$ cat src/rtl/post_proc_pkg.sv
// post_proc_pkg: shared FSM states, constants and sizing helpers for the post-process frame packer
package post_proc_pkg;
  typedef enum logic [2:0] {IDLE, SOF, FETCH, DATA, CNT, CSUM} pk_state_e;
  localparam logic [7:0] SOF_DEFAULT = 8'hA5;
  function automatic int bytes_per_word(input int width);
    return width / 8;
  endfunction
  function automatic int timeout_width(input int timeout);
    return $clog2(timeout);
  endfunction
endpackage

$ cat src/rtl/frame_csum_acc.sv
// frame_csum_acc: 8-bit XOR accumulator; clr_i zeroes it, en_i folds data_i in, csum_o is the running value
module frame_csum_acc (
  input  logic       clk,
  input  logic       rst,
  input  logic       clr_i,
  input  logic       en_i,
  input  logic [7:0] data_i,
  output logic [7:0] csum_o
);
  logic [7:0] acc_q;
  always_ff @(posedge clk) acc_q <= (rst || clr_i) ? '0 : en_i ? acc_q ^ data_i : acc_q;
  assign csum_o = acc_q;
endmodule

$ cat src/rtl/fifo_frame_packer.sv
// fifo_frame_packer: drains FWFT FIFO words into SOF/payload/count[/checksum] byte frames on a valid/ready stream.
// Ports: i_fifo_r_data/i_fifo_not_empty/o_fifo_r_stb = FIFO read side; o_tx_data/o_tx_valid/i_tx_ready = byte stream;
// o_busy = not idle; o_frame_cnt = completed frames. Define PACKER_CSUM_EN to append the XOR checksum byte.
module fifo_frame_packer
  import post_proc_pkg::*;
#(
  parameter int         WIDTH       = 16,
  parameter int         FRAME_WORDS = 8,
  parameter int         TIMEOUT     = 1024,
  parameter logic [7:0] SOF_BYTE    = SOF_DEFAULT
) (
  input  logic             clk,
  input  logic             rst,
  input  logic [WIDTH-1:0] i_fifo_r_data,
  input  logic             i_fifo_not_empty,
  output logic             o_fifo_r_stb,
  output logic [7:0]       o_tx_data,
  output logic             o_tx_valid,
  input  logic             i_tx_ready,
  output logic             o_busy,
  output logic [15:0]      o_frame_cnt
);
  localparam int B  = bytes_per_word(WIDTH);
  localparam int TW = timeout_width(TIMEOUT);
  pk_state_e        state_q, state_d;
  logic [WIDTH-1:0] shift_q, shift_d;
  logic [7:0]       tx_data_q, tx_data_d, word_cnt_q, word_cnt_d;
  logic             tx_valid_q, tx_valid_d;
  logic [TW-1:0]    to_cnt_q, to_cnt_d;
  logic [2:0]       idx_q, idx_d;
  logic [15:0]      frame_cnt_q, frame_cnt_d;
  logic             xfer;
  assign xfer         = tx_valid_q && i_tx_ready;
  assign o_fifo_r_stb = !rst && state_q == FETCH && i_fifo_not_empty;
  assign o_tx_data    = tx_data_q;
  assign o_tx_valid   = tx_valid_q;
  assign o_busy       = state_q != IDLE;
  assign o_frame_cnt  = frame_cnt_q;
`ifdef PACKER_CSUM_EN
  logic [7:0] csum;
  frame_csum_acc u_csum (
    .clk   (clk),
    .rst   (rst),
    .clr_i (state_q == IDLE),
    .en_i  (xfer && (state_q == DATA || state_q == CNT)),
    .data_i(tx_data_q),
    .csum_o(csum)
  );
`endif
  always_comb begin
    state_d     = state_q;
    shift_d     = shift_q;
    tx_data_d   = tx_data_q;
    tx_valid_d  = tx_valid_q;
    word_cnt_d  = word_cnt_q;
    to_cnt_d    = '0;
    idx_d       = idx_q;
    frame_cnt_d = frame_cnt_q;
    case (state_q)
      IDLE: if (i_fifo_not_empty) begin
        state_d    = SOF;
        tx_data_d  = SOF_BYTE;
        tx_valid_d = 1'b1;
      end
      SOF: if (xfer) begin
        state_d    = FETCH;
        tx_valid_d = 1'b0;
      end
      FETCH: if (i_fifo_not_empty) begin
        // a word present on the expiry cycle is taken; the timeout never sees it
        state_d    = DATA;
        shift_d    = i_fifo_r_data << 8;
        tx_data_d  = i_fifo_r_data[WIDTH-1 -: 8];
        tx_valid_d = 1'b1;
        word_cnt_d = word_cnt_q + 8'd1;
        idx_d      = '0;
      end else if (to_cnt_q == TW'(TIMEOUT - 1)) begin
        // with no payload yet the counter parks at its limit instead of wrapping
        to_cnt_d = to_cnt_q;
        if (word_cnt_q != '0) begin
          state_d    = CNT;
          tx_data_d  = word_cnt_q;
          tx_valid_d = 1'b1;
          to_cnt_d   = '0;
        end
      end else to_cnt_d = to_cnt_q + 1'b1;
      DATA: if (xfer) begin
        if (idx_q == 3'(B - 1)) begin
          state_d    = word_cnt_q == 8'(FRAME_WORDS) ? CNT : FETCH;
          tx_data_d  = word_cnt_q;
          tx_valid_d = word_cnt_q == 8'(FRAME_WORDS);
        end else begin
          tx_data_d = shift_q[WIDTH-1 -: 8];
          shift_d   = shift_q << 8;
          idx_d     = idx_q + 3'd1;
        end
      end
`ifdef PACKER_CSUM_EN
      CNT: if (xfer) begin
        // the accumulator absorbs the count byte on this same edge, so fold it in here
        state_d   = CSUM;
        tx_data_d = csum ^ tx_data_q;
      end
      CSUM: if (xfer) begin
        state_d     = IDLE;
        tx_valid_d  = 1'b0;
        word_cnt_d  = '0;
        frame_cnt_d = frame_cnt_q + 16'd1;
      end
`else
      CNT: if (xfer) begin
        state_d     = IDLE;
        tx_valid_d  = 1'b0;
        word_cnt_d  = '0;
        frame_cnt_d = frame_cnt_q + 16'd1;
      end
`endif
      default: state_d = IDLE;
    endcase
  end
  always_ff @(posedge clk) begin
    if (rst) begin
      state_q     <= IDLE;
      shift_q     <= '0;
      tx_data_q   <= '0;
      tx_valid_q  <= 1'b0;
      word_cnt_q  <= '0;
      to_cnt_q    <= '0;
      idx_q       <= '0;
      frame_cnt_q <= '0;
    end else begin
      state_q     <= state_d;
      shift_q     <= shift_d;
      tx_data_q   <= tx_data_d;
      tx_valid_q  <= tx_valid_d;
      word_cnt_q  <= word_cnt_d;
      to_cnt_q    <= to_cnt_d;
      idx_q       <= idx_d;
      frame_cnt_q <= frame_cnt_d;
    end
  end
endmodule

$ cat config.mk
export PLATFORM = sky130hd
export DESIGN_NAME = fifo_frame_packer
export DESIGN_NICKNAME = d
export VERILOG_FILES = /design/src/rtl/post_proc_pkg.sv /design/src/rtl/frame_csum_acc.sv /design/src/rtl/fifo_frame_packer.sv
export SDC_FILE = /design/constraint.sdc
export NUM_CORES = 1
export LEC_CHECK = 0
export ABC_AREA = 1
export CAP_MARGIN = 5
export CORE_ASPECT_RATIO = 1.4
export CORE_UTILIZATION = 54
export DETAILED_ROUTE_END_ITERATION = 10
export GPL_TIMING_DRIVEN = 0
export PLACE_DENSITY = 0.87
export RECOVER_POWER = 25
export SYNTH_ARGS = -nofsm -noshare
export SYNTH_HDL_FRONTEND = slang
export SYNTH_SLANG_ARGS = --single-unit
$ cat constraint.sdc
create_clock -name clk -period 1.95 [get_ports clk]
set_clock_uncertainty 0.1 [all_clocks]
set_input_delay 0.2925 -clock clk [delete_from_list [all_inputs] [get_ports clk]]
set_output_delay 0.2925 -clock clk [all_outputs]
set_load 0.01 [all_outputs]
After elaboration in Yosys (flattened, before gate mapping)
Cells that the tools add are included.
{ "op_classes": {"n_bitwise": 1, "reduce_logical": 19, "n_mux": 38, "n_eq_ne": 18, "n_addsub": 4} }
{ "op_table": {"columns": ["operator", "count"], "rows": [
  ["8-bit two-way mux", 8],
  ["16-bit two-way mux", 3],
  ["3-bit two-way mux", 12],
  ["16-bit one-hot mux with 2 select lines", 1],
  ["8-bit one-hot mux with 3 select lines", 1],
  ["10-bit two-way mux", 2],
  ["16-bit by 1-bit adder with 16-bit output, second input constant", 1],
  ["8-bit one-hot mux with 2 select lines", 1],
  ["3-bit one-hot mux with 5 select lines", 1],
  ["2-bit inequality test, second input constant", 7],
  ["7-bit AND reduction", 2],
  ["10-bit by 1-bit adder with 10-bit output, second input constant", 1],
  ["10-bit == test, second input constant", 1],
  ["8-bit by 1-bit adder with 8-bit output, second input constant", 1],
  ["8-bit by 4-bit == test with 1-bit output, second input constant", 1],
  ["8-bit nonzero test", 1],
  ["1-bit two-way mux", 7],
  ["3-bit by 1-bit == test with 1-bit output, second input constant", 2],
  ["3-bit by 2-bit == test with 1-bit output, second input constant", 2],
  ["3-bit by 2-bit inequality test with 1-bit output, second input constant", 2],
  ["3-bit one-hot mux with 2 select lines", 1],
  ["3-bit nonzero test", 2],
  ["5-bit AND reduction", 1],
  ["2-bit by 1-bit inequality test with 1-bit output, second input constant", 2],
  ["14 further kinds", 17]
]} }
{ "totals": {"regBits": 65, "word_cells": 88, "inputBits": 20, "output_inout_bits": 27} }

Depth between registers and ports, before layout
Gate-level depths: netlist of run 1.
{ "depth": {"depth_word": 5, "ltp_mapped": 14, "depth_no_buf": 13} }

Least setup slack after synthesis of run 1
OpenSTA, ideal clock, no wires.
{ "synth_timing": {"kind": "register to register", "startpoint": "register frame_cnt_q[0], in the netlist o_frame_cnt[0]", "endpoint": "register frame_cnt_q[12], in the netlist o_frame_cnt[12]", "n_path_buf": 0, "path_stages_with_launch": 9, "slack_ns": 0.288, "arrival_ns": 1.446, "cell_sequence": "dfxtp_1 > ha_1 > nand2_1 > nor3_1 > nand2_2 > nor2_4 > nand2_1 > o21ai_0 > nor2_1"} }
{ "synth_between": {"elab_chain_cells": 1} }
{ "synth_lines": {"columns": ["element", "line_no", "text"], "rows": [
  ["from (decl)", "fifo_frame_packer.sv:31", "logic [15:0] frame_cnt_q, frame_cnt_d;"],
  ["from (signal assigned)", "fifo_frame_packer.sv:139", "frame_cnt_q <= frame_cnt_d;"],
  ["16-bit by 1-bit adder with 16-bit output", "fifo_frame_packer.sv:115", "frame_cnt_d = frame_cnt_q + 16'd1;"]
]} }
No other way between the ends.
A chain may end at the register's enable or synchronous reset.

Worst setup path in the final report of run 1
{ "layout_timing": {"startpoint": "register state_q[2]", "endpoint": "output port o_fifo_r_stb"} }
{ "layout_between": {"elab_chain_cells": 3} }
{ "layout_lines": {"columns": ["element", "line_no", "text"], "rows": [
  ["from (decl)", "fifo_frame_packer.sv:25", "pk_state_e state_q, state_d;"],
  ["from (signal assigned)", "fifo_frame_packer.sv:132", "state_q <= state_d;"],
  ["3-bit by 2-bit == test with 1-bit output", "fifo_frame_packer.sv:34", "assign o_fifo_r_stb = !rst && state_q == FETCH && i_fifo_not_empty;"],
  ["1-bit logical AND (2 in series)", "fifo_frame_packer.sv:34", null],
  ["to (decl)", "fifo_frame_packer.sv:16", "output logic o_fifo_r_stb,"]
]} }
No other way between the ends.

==> summary.txt, run 1 <==
Yosys
  • Commonest cells in the netlist: nand2_1 (150), nor2_1 (74), dfxtp_1 (57), inv_1 (57), nand3_1 (36)
  • Synth area leaders: dfxtp_1 (36%), nand2_1 (18%), nor2_1 (8.6%)
  • Post-synthesis sequential element count: 57
  • Largest area contributor in the netlist: dfxtp_1
  • Area share of the leading cell type in the synthesized netlist: 0.355
  • Seq/Total Area, Yosys: 0.355
  • Synthesized Nets: ~530
  • Most frequent cell after synthesis: nand2_1
  • Synth Cell Area: between 0.003 and 0.004 sq mm
  • Cells after Synth: 507
  • Avg Cell Area, Syn: 6.33 sq um
  • Unique cell type count in the Yosys netlist: 33
  • Ys async rst share: 0
  • Ys flop type: dfxtp_1
  • Number of synthesized flops with an enable pin: 0
  • Yosys Warn Count: 0

Place
  • Routability cong.: 0.900
  • DP HPWL: 5930 um
  • Dpl cells: approximately 620
  • Worst slack, placed: -0.314 ns
  • Port Buf Inserts: 44

Clock tree
  • CTS sink count: 57
  • CTS tree: done
  • Cts bufs inserted: 9
  • Clk pin slew, worst setup/hold paths: approximately 0.06 ns
  • Clock root buffer: clkbuf_8
  • Clock Latency Late Sink: around 0.35 ns
  • H-tree Lvls: 3
  • Clk buf depth: 2

STA
  • Tcrit/Tclk final: 0.965
  • Final Critical Period: 1.88 ns
  • Relative slew slack: 0.636
  • Count of final setup violators: 0
  • Final worst slack: 0.0673 ns
  • WHS: between 0.3 and 0.4 ns
  • Unrepaired setup endpoints after global routing: false
  • Worst slew pin tran: ~0.55 ns
  • Final Max Slew Viols: 0
  • Max Freq: about 0.53 GHz
  • Fin. Hold Viols: 0

Setup path
  • CP required: 1.56 ns
  • Cell mode on critical path: nor2_4
  • Worst path max stage delay: about 0.4 ns
  • Crit Path Max Fanout: 7
  • WS Path Type: flop to primary output
  • Critical path startpoint category: flop
  • Slowest cell on crit path: dfxtp_4
  • CP cell instances: inv_4 > nand2_4 > nor2_4 > nand2_2 > nor2_4 > clkdlybuf4s15_2
  • Top cell family by delay on the critical path: simple AND/OR/NAND/NOR gates
  • CP bufs+invs: 2
  • Critical Path AT: between 1 and 1.5 ns
  • Crit. End Element: primary output
  • Flop2flop setup slack: between 0.15 and 0.2 ns

Layout
  • Inserted Diodes: 0
  • Filler instances: roughly 450
  • Sequential cell area: 0.00115 sq mm
  • P&R area growth vs syn: 25.3%
  • Net count reported at finish: ~590
  • Layout Utilization: 0.718
  • Final Non-Filler Cells: 636
  • Multi-input logic area: 0.00180 sq mm
  • Fraction of layout instances using a drive strength above 1: 0.104

Global routing
  • GRT Max-Usage Layer: met2
  • Largest net degree at the start of global routing: 11
  • Grt ovf: 0
  • Global Route met1 Usage: 0.300
  • GR Layer Usage met2: 0.481
  • Global-route usage over all layers: 0.283
  • First-pass GRT wire length: ~13000 um
  • Vias in the first global route: 3168
  • Met3 usage: 0.0598
  • Initial antenna violation count: 0

Routing
  • WL/cell: ~13 um
  • Total number of vias: roughly 3400
  • DRC: 0
  • Drt pass-1 iters: 5
  • Initial DRC Count: approximately 330
  • Final WL: between 8000 and 9000 um
  • Antenna viol nets, final: 0
  • DR vias/cell: between 5 and 6

Floorplan
  • Initial cell density of the core: 0.573
  • Core Rows: 32
  • IO Count: 47
  • Die Ht: between 90 and 100 um
  • Die extent in x: about 67 um
  • Die area: about 0.0063 sq mm
  • CORE AREA: about 0.0056 sq mm

Pwr
  • Leak: ~1.7 nW
  • Total power: ~0.0040 W
  • PwrDens: ~990 mW/mm^2
  • Peak supply drop: roughly 730 uV

Min path
  • Worst hold path class: input pin to flop

Job
  • Max-Cap Viols: 0

Outcome
  • Status: complete, no violations
==> report_power, final <==
group / switching, W / internal [W] / total [W]
Combinational: 0.000773 / 0.000508 / 0.00128
Sequential: 0.000127 / 0.00131 / 0.00143
Clock: 0.000500 / 0.000784 / 0.00128
==> kinds of logic after synthesis <==
logic type	after synthesis	synth area share
AO/OA/AOI/OAI	66	0.107
flip-flops	57	0.355
XOR/XNOR	5	0.0136
AND/OR/NAND/NOR	300	0.406
buffers and inverters	73	0.0943
adder cells (fa/ha/maj)	6	0.0234
==> area by class of cell <==
cell class	instances	area share
multi-input combinational	377	0.448
clock buffer	11	0.0376
buffer	10	0.0159
tap	68	0.0211
sequential	57	0.286
timing repair buffer	46	0.113
inverter	62	0.0591
clock inverter	5	0.0193
==> cells in the final DEF, fill, tap and decap left out, drive strengths merged <==
cell and instances:
buf 6, nor3b 1, nor4 1, nor2 84, clkinv 2, dfxtp 57, dlygate4sd3 5, or2 1
o21ai 29, nand3 37, clkdlybuf4s50 38, o22ai 1, a211oi 1, a21oi 32, o31ai 1, inv 62
clkbuf 17, xor2 5, nor3 11, nand4 6, a31oi 1, clkdlybuf4s15 1, bufinv 2, clkinvlp 1
nand3b 1, o211ai 1, ha 6, nand2 158
==> metal layers <==
| layer | vias to the layer above | part of all wire |
|---|---|---|
| li1 | 1710 | - |
| met1 | 1507 | 0.40 |
| met2 | 146 | 0.51 |
| met3 | 29 | 0.056 |
| met4 | 0 | 0.042 |
| met5 | - | 0 |
==> worst register-to-register path, stage by stage, from the launching register on <==
cell and delay, ns:
dfxtp_1 0.38, ha_1 0.18, nand2_1 0.10, nor2_2 0.16, nand3_2 0.16, nand2_2 0.13
inv_1 0.07, nor2_4 0.18, nand2_1 0.08, nand2_1 0.06, nor2_1 0.04
==> state kept, by name, indices dropped and copies added, names as in the netlist <==
name / count
to_cnt_q: 10
word_cnt_q: 8
o_tx_valid: 1
o_frame_cnt: 16
shift_q: 8
o_tx_data: 8
idx_q: 3
state_q: 3
==> repair_timing <==
item,4_1_cts,5_1_grt
resized for setup,7,13
endpoints found under the hold margin,0,0
endpoints found under the setup margin,2,20
pin swaps,2,1
setup buffers,2,0
hold buffers,0,0
==> worst paths after layout <==
path / start / endpoint / cells past startpoint
worst max-delay path: state_q[2]$_SDFFE_PP0P_ / o_fifo_r_stb / 6
worst min-delay path: rst / o_frame_cnt[3]$_SDFFE_PP0P_ / 2
worst max register to register: to_cnt_q[0]$_SDFFE_PP0P_ / o_tx_data[4]$_SDFFE_PP0P_ / 10
worst min register to register: shift_q[11]$_SDFFE_PP0P_ / shift_q[11]$_SDFFE_PP0P_ / 2
==> through the flow <==
stage / cell area (sq um) / setup TNS [ns]
2_1_floorplan: 3210 / 0
3_3_place_gp: 3740 / -0.545
3_5_place_dp: 3740 / -0.633
4_1_cts: 3990 / 0
5_1_grt: 4020 / 0
6_report: 4020 / 0
(Power assumes the default switching activity.)
==> run 2: changes to the inputs <==
CORE_ASPECT_RATIO = 1.2   (was 1.4)
CORE_UTILIZATION = 56   (was 54)
CTS_BUF_LIST = sky130_fd_sc_hd__clkbuf_2 sky130_fd_sc_hd__clkbuf_4 sky130_fd_sc_hd__clkbuf_8   (was default)
PLACE_DENSITY = 0.9   (was 0.87)
==> run 2 against run 1 <==
  * The flow now finishes with violations (DRC)
  * Non-clock buffer count increased by 2
  * Clock-buffer cell count shrank 1
  * Critical endpoint unchanged
  * Highest routed layer unchanged
  * Total power down 2.1%
  * Core utilization rose by 2.0 points
  * Register-to-register slack worse by 0.06 ns
==> summary.txt, run 2 (synthesized netlist as in run 1, its figures left out) <==
Setup path
  • Critical Path AT: 1.47 ns
  • Crit Path Max Fanout: 7
  • Worst path max stage delay: 0.39 ns
  • WS Path Type: flop to primary output
  • Slowest cell on crit path: dfxtp_4
  • CP cell instances: inv_4 > nand2_4 > nor2_4 > nand2_2 > nor2_4 > clkdlybuf4s15_2
  • Critical path startpoint category: flop
  • Crit. End Element: primary output
  • Flop2flop setup slack: 0.13 ns
  • CP bufs+invs: 2
  • Cell mode on critical path: nor2_4
  • CP required: between 1.5 and 2 ns
  • Top cell family by delay on the critical path: simple AND/OR/NAND/NOR gates

Clock tree
  • CTS Hold Bufs: 0
  • CTS tree: done
  • Clock Latency Late Sink: roughly 0.34 ns
  • Cts bufs inserted: 9
  • H-tree Lvls: 3
  • Clk buf depth: 2
  • CTS sink count: between 50 and 60
  • Clk pin slew, worst setup/hold paths: 0.06 ns
  • Clock root buffer: clkbuf_8

Floorplan
  • IO Count: between 40 and 50
  • CORE AREA: around 0.0054 sq mm
  • Core Rows: 29
  • Die extent in x: between 70 and 80 um
  • Die area: 0.00604 sq mm
  • Die Ht: 85.0 um
  • Initial cell density of the core: 0.594

STA
  • Final Critical Period: approximately 1.9 ns
  • Relative slew slack: 0.608
  • Worst slew pin tran: between 0.5 and 0.6 ns
  • Final Max Slew Viols: 0
  • Fin. Hold Viols: 0
  • Tcrit/Tclk final: 0.956
  • Final worst slack: 0.0854 ns
  • Max Freq: between 0.5 and 0.6 GHz
  • Count of final setup violators: 0

Layout
  • Inserted Diodes: 0
  • Sequential cell area: 0.00115 sq mm
  • Filler instances: ~440
  • Most frequent cells in the layout: nand2_1 (151), nor2_1 (71), inv_1 (57)
  • P&R area growth vs syn: 24.3%
  • Max FFs per register: 16
  • Multi-input logic area: between 0.0015 and 0.002 sq mm
  • Most common cell after layout, fill and taps aside: nand2_1
  • Design area: 0.00399 sq mm
  • Fraction of layout instances using a drive strength above 1: 0.100
  • Net count reported at finish: around 600

Routing
  • Final WL: about 8300 um
  • Drt pass-1 iters: 9
  • Total number of vias: 3384
  • DRC: 1
  • Initial DRC Count: 248
  • DR vias/cell: 5.35
  • WL/cell: about 13 um
  • Antenna viol nets, final: 0

Global routing
  • Grt ovf: 0
  • Initial antenna violation count: 0
  • Largest net degree at the start of global routing: 11
  • First-pass GRT wire length: ~14000 um
  • Vias in the first global route: slightly above 3000
  • Global-route usage over all layers: 0.290

Pwr
  • Peak supply drop: approximately 470 uV
  • PwrDens: a little under 1000 mW/mm^2
  • Leak: ~1.7 nW
  • Total power: between 0.003 and 0.004 W

Place
  • Worst slack, placed: -0.298 ns
  • Routability cong.: 0.910
  • Post-Place Cell Area: between 0.003 and 0.004 sq mm
  • DP HPWL: 6000 um
  • Port Buf Inserts: 44

Outcome
  • Failing checks: DRC
  • Status: complete, but fails checks

Job
  • Max-Cap Viols: 0

Min path
  • Worst hold path class: input pin to flop
-- run 2: power breakdown --
part	total, W	internal (W)	leakage, nW	switching, W
registers	0.00144	0.00131	0.464	0.000129
logic	0.00127	0.000500	1.10	0.000769
clock network	0.00121	0.000726	0.109	0.000485
total	0.00392	0.00253	1.68	0.00138
-- run 2: cell type report --
type / instances / share of cell area
multi-input combinational: 377 / 0.447
sequential: 57 / 0.288
timing repair buffer: 47 / 0.115
inverter: 62 / 0.0596
clock buffer: 10 / 0.0329
clock inverter: 6 / 0.0207
tap: 62 / 0.0194
buffer: 11 / 0.0172
-- run 2: worst paths after layout --
| kind | startpoint | end | cells past startpoint |
|---|---|---|---|
| max reg2reg | state_q[2]$_SDFFE_PP0P_ | to_cnt_q[7]$_SDFFE_PP0P_ | 10 |
| min | rst | o_frame_cnt[3]$_SDFFE_PP0P_ | 2 |
| max | state_q[2]$_SDFFE_PP0P_ | o_fifo_r_stb | 6 |
| min reg2reg | shift_q[9]$_SDFFE_PP0P_ | shift_q[9]$_SDFFE_PP0P_ | 2 |
-- run 2: repair_timing --
item                                    CTS  global route
gates resized for setup                   7            12
endpoints found under the setup margin    2            16
pin swaps                                 2             1
setup buffers                             2             1
hold endpoints to repair                  0             0
-- run 2: per-stage QoR --
stage | std cells | setup TNS [ns] | hold WS (ns) | utilization
6_report | 632 | 0 | 0.318 | 0.738
5_1_grt | 632 | -0.0107 | 0.329 | 0.738
4_1_cts | 631 | 0 | 0.320 | 0.734
3_5_place_dp | 613 | -0.561 | 0.357 | 0.690
3_3_place_gp | 613 | -0.461 | 0.351 | 0.690
2_1_floorplan | 507 | 0 | 0.303 | -
-- run 2: worst reg2reg max path, stage by stage, from the launching register on --
cell and delay, ns:
dfxtp_4 0.39, inv_4 0.09, nand2_4 0.07, nor2_4 0.14, clkbuf_1 0.30, nand2_4 0.10
nor2_2 0.18, inv_1 0.15, nor2_1 0.11, nand3_1 0.06, o21ai_0 0.06
-- run 2: metal layers --
metal,routed length (um),vias up,track usage
li1,-,1712,-
met1,3310,1508,0.308
met2,4030,130,0.508
met3,566,34,0.0903
met4,347,0,0.158
met5,0,-,0
==> run 3: changes to the inputs <==
RECOVER_POWER = 50   (was 25)
==> run 3 against run 2 <==
  * Die area is the same
  * Worst setup slack worse by 0.039 ns
  * Clock-buffer cell count did not move
  * Critical endpoint unchanged
  * The flow still finishes with violations (DRC)
  * Flip-flop and latch count unchanged
  * Fmax is 2.0% lower
  * Via count about the same
  * Cell count is the same
  * Worst hold slack got worse by 0.0065 ns
==> summary.txt, run 3 (synthesized netlist as in run 1, its figures left out) <==
STA
  • Final TNS setup: 0 ns
  • Count of final setup violators: 0
  • Fin. Hold Viols: 0
  • Final Critical Period: around 1.9 ns
  • WHS: slightly above 0.3 ns
  • Final Max Slew Viols: 0
  • Relative slew slack: 0.614
  • Tcrit/Tclk final: 0.976
  • Worst slew pin tran: approximately 0.58 ns
  • Max Freq: 0.525 GHz

Layout
  • Most frequent cells in the layout: nand2_1 (151), nor2_1 (71), inv_1 (57)
  • Design area: 0.00399 sq mm
  • Filler instances: about 440
  • Most common cell after layout, fill and taps aside: nand2_1
  • P&R area growth vs syn: 24.1%
  • Net count reported at finish: between 500 and 600
  • Fraction of layout instances using a drive strength above 1: 0.100
  • Inserted Diodes: 0
  • Max FFs per register: 16

Clock tree
  • Cts bufs inserted: 9
  • CTS tree: done
  • CTS Hold Bufs: 0
  • H-tree Lvls: 3
  • Clock Latency Late Sink: 0.35 ns
  • Clk pin slew, worst setup/hold paths: ~0.070 ns
  • Clk buf depth: 2
  • CTS sink count: between 50 and 60
  • Clock root buffer: clkbuf_8

Setup path
  • WS Path Type: flop to primary output
  • CP required: around 1.6 ns
  • Crit Path Max Fanout: 7
  • FF-to-FF path depth: 10
  • Crit. End Element: primary output
  • Critical path startpoint category: flop
  • Critical Path AT: ~1.5 ns

Pwr
  • Peak supply drop: between 400 and 500 uV
  • Total power: 0.00390 W
  • Leak: approximately 1.7 nW
  • PwrDens: 978 mW/mm^2

Min path
  • Hold Path Cell Cnt: 2
  • Worst hold path class: input pin to flop

Floorplan
  • Initial cell density of the core: 0.594
  • CORE AREA: between 0.005 and 0.006 sq mm
  • Die Ht: roughly 85 um
  • Core Rows: 29
  • Die area: slightly above 0.006 sq mm
  • IO Count: 47
  • Die extent in x: around 70 um

Global routing
  • Global-route usage over all layers: 0.290
  • First-pass GRT wire length: 13600 um
  • Grt ovf: 0
  • Global Route met1 Usage: 0.308
  • Vias in the first global route: roughly 3100
  • GRT Max-Usage Layer: met2
  • Largest net degree at the start of global routing: 11
  • Met3 usage: 0.0903
  • Initial antenna violation count: 0
  • GR Layer Usage met2: 0.508

Routing
  • Initial DRC Count: about 230
  • Total number of vias: between 3000 and 4000
  • Final WL: about 8200 um
  • DR vias/cell: 5.35
  • WL/cell: about 13 um
  • DRC: 2
  • Antenna viol nets, final: 0
  • Drt pass-1 iters: 7

Place
  • Routability cong.: a little over 0.9
  • DP HPWL: around 6000 um
  • Port Buf Inserts: 44
  • Post-Place Cell Area: roughly 0.0037 sq mm

Job
  • Max-Cap Viols: 0

Outcome
  • Status: complete, but fails checks
  • Failing checks: DRC
## run 3: cell types whose count changed in the layout (fill, tap and decap cells not counted), sizes merged
cell,delta
clkdlybuf4s50,-3
dlygate4sd3,+3
## run 3: worst paths after layout
path	start	end	slack, ns
setup / recovery	state_q[2]$_SDFFE_PP0P_	o_fifo_r_stb	0.05
hold / removal	rst	o_frame_cnt[3]$_SDFFE_PP0P_	0.31
setup reg to reg	state_q[2]$_SDFFE_PP0P_	to_cnt_q[7]$_SDFFE_PP0P_	0.10
hold reg to reg	shift_q[9]$_SDFFE_PP0P_	shift_q[9]$_SDFFE_PP0P_	0.36
## run 3: per-layer routing
layer  up-vias  part of all wire  wire length (um)
li1       1717                 -                 -
met3        27             0.065               536
met4         0             0.034               281
met1      1525              0.40              3310
met5         -                 0                 0
met2       113              0.50              4070
## run 3: through the flow
stage | setup slack [ns] | cells | utilization
after floorplan | 0.288 | 507 | -
after global placement | -0.285 | 613 | 0.690
after detailed placement | -0.298 | 613 | 0.690
after CTS | 0.00898 | 631 | 0.734
after global routing | -0.00718 | 632 | 0.737
final | 0.0466 | 632 | 0.737
## run 3: where the power goes
group          total [W]  internal [W]  switching (W)
Clock            0.00122      0.000726       0.000492
Sequential       0.00143       0.00131       0.000126
Combinational    0.00125      0.000489       0.000759
## run 3: worst max-delay path, cell delays in order, from the launching register on
cell             delay, ns
dfxtp_4               0.39
inv_4                 0.09
nand2_4               0.06
nor2_2                0.16
nand2_2               0.09
nor2_4                0.13
clkdlybuf4s15_2       0.24
## run 3: area by class of cell
cell class                      count  area (sq um)  share of cell area
Clock inverter                      6          82.6              0.0207
Multi-Input combinational cell    377          1780               0.446
Clock buffer                       10           131              0.0330
Timing Repair Buffer               47           460               0.116
Buffer                             11          68.8              0.0173
Sequential cell                    57          1150               0.288
Tap cell                           62          77.6              0.0195
Inverter                           62           238              0.0596
## run 3: timing repair
| action | CTS | global route |
|---|---|---|
| pin swaps | 2 | 1 |
| resized for setup | 7 | 12 |
| setup buffers | 2 | 1 |
| endpoints found under the setup margin | 2 | 16 |
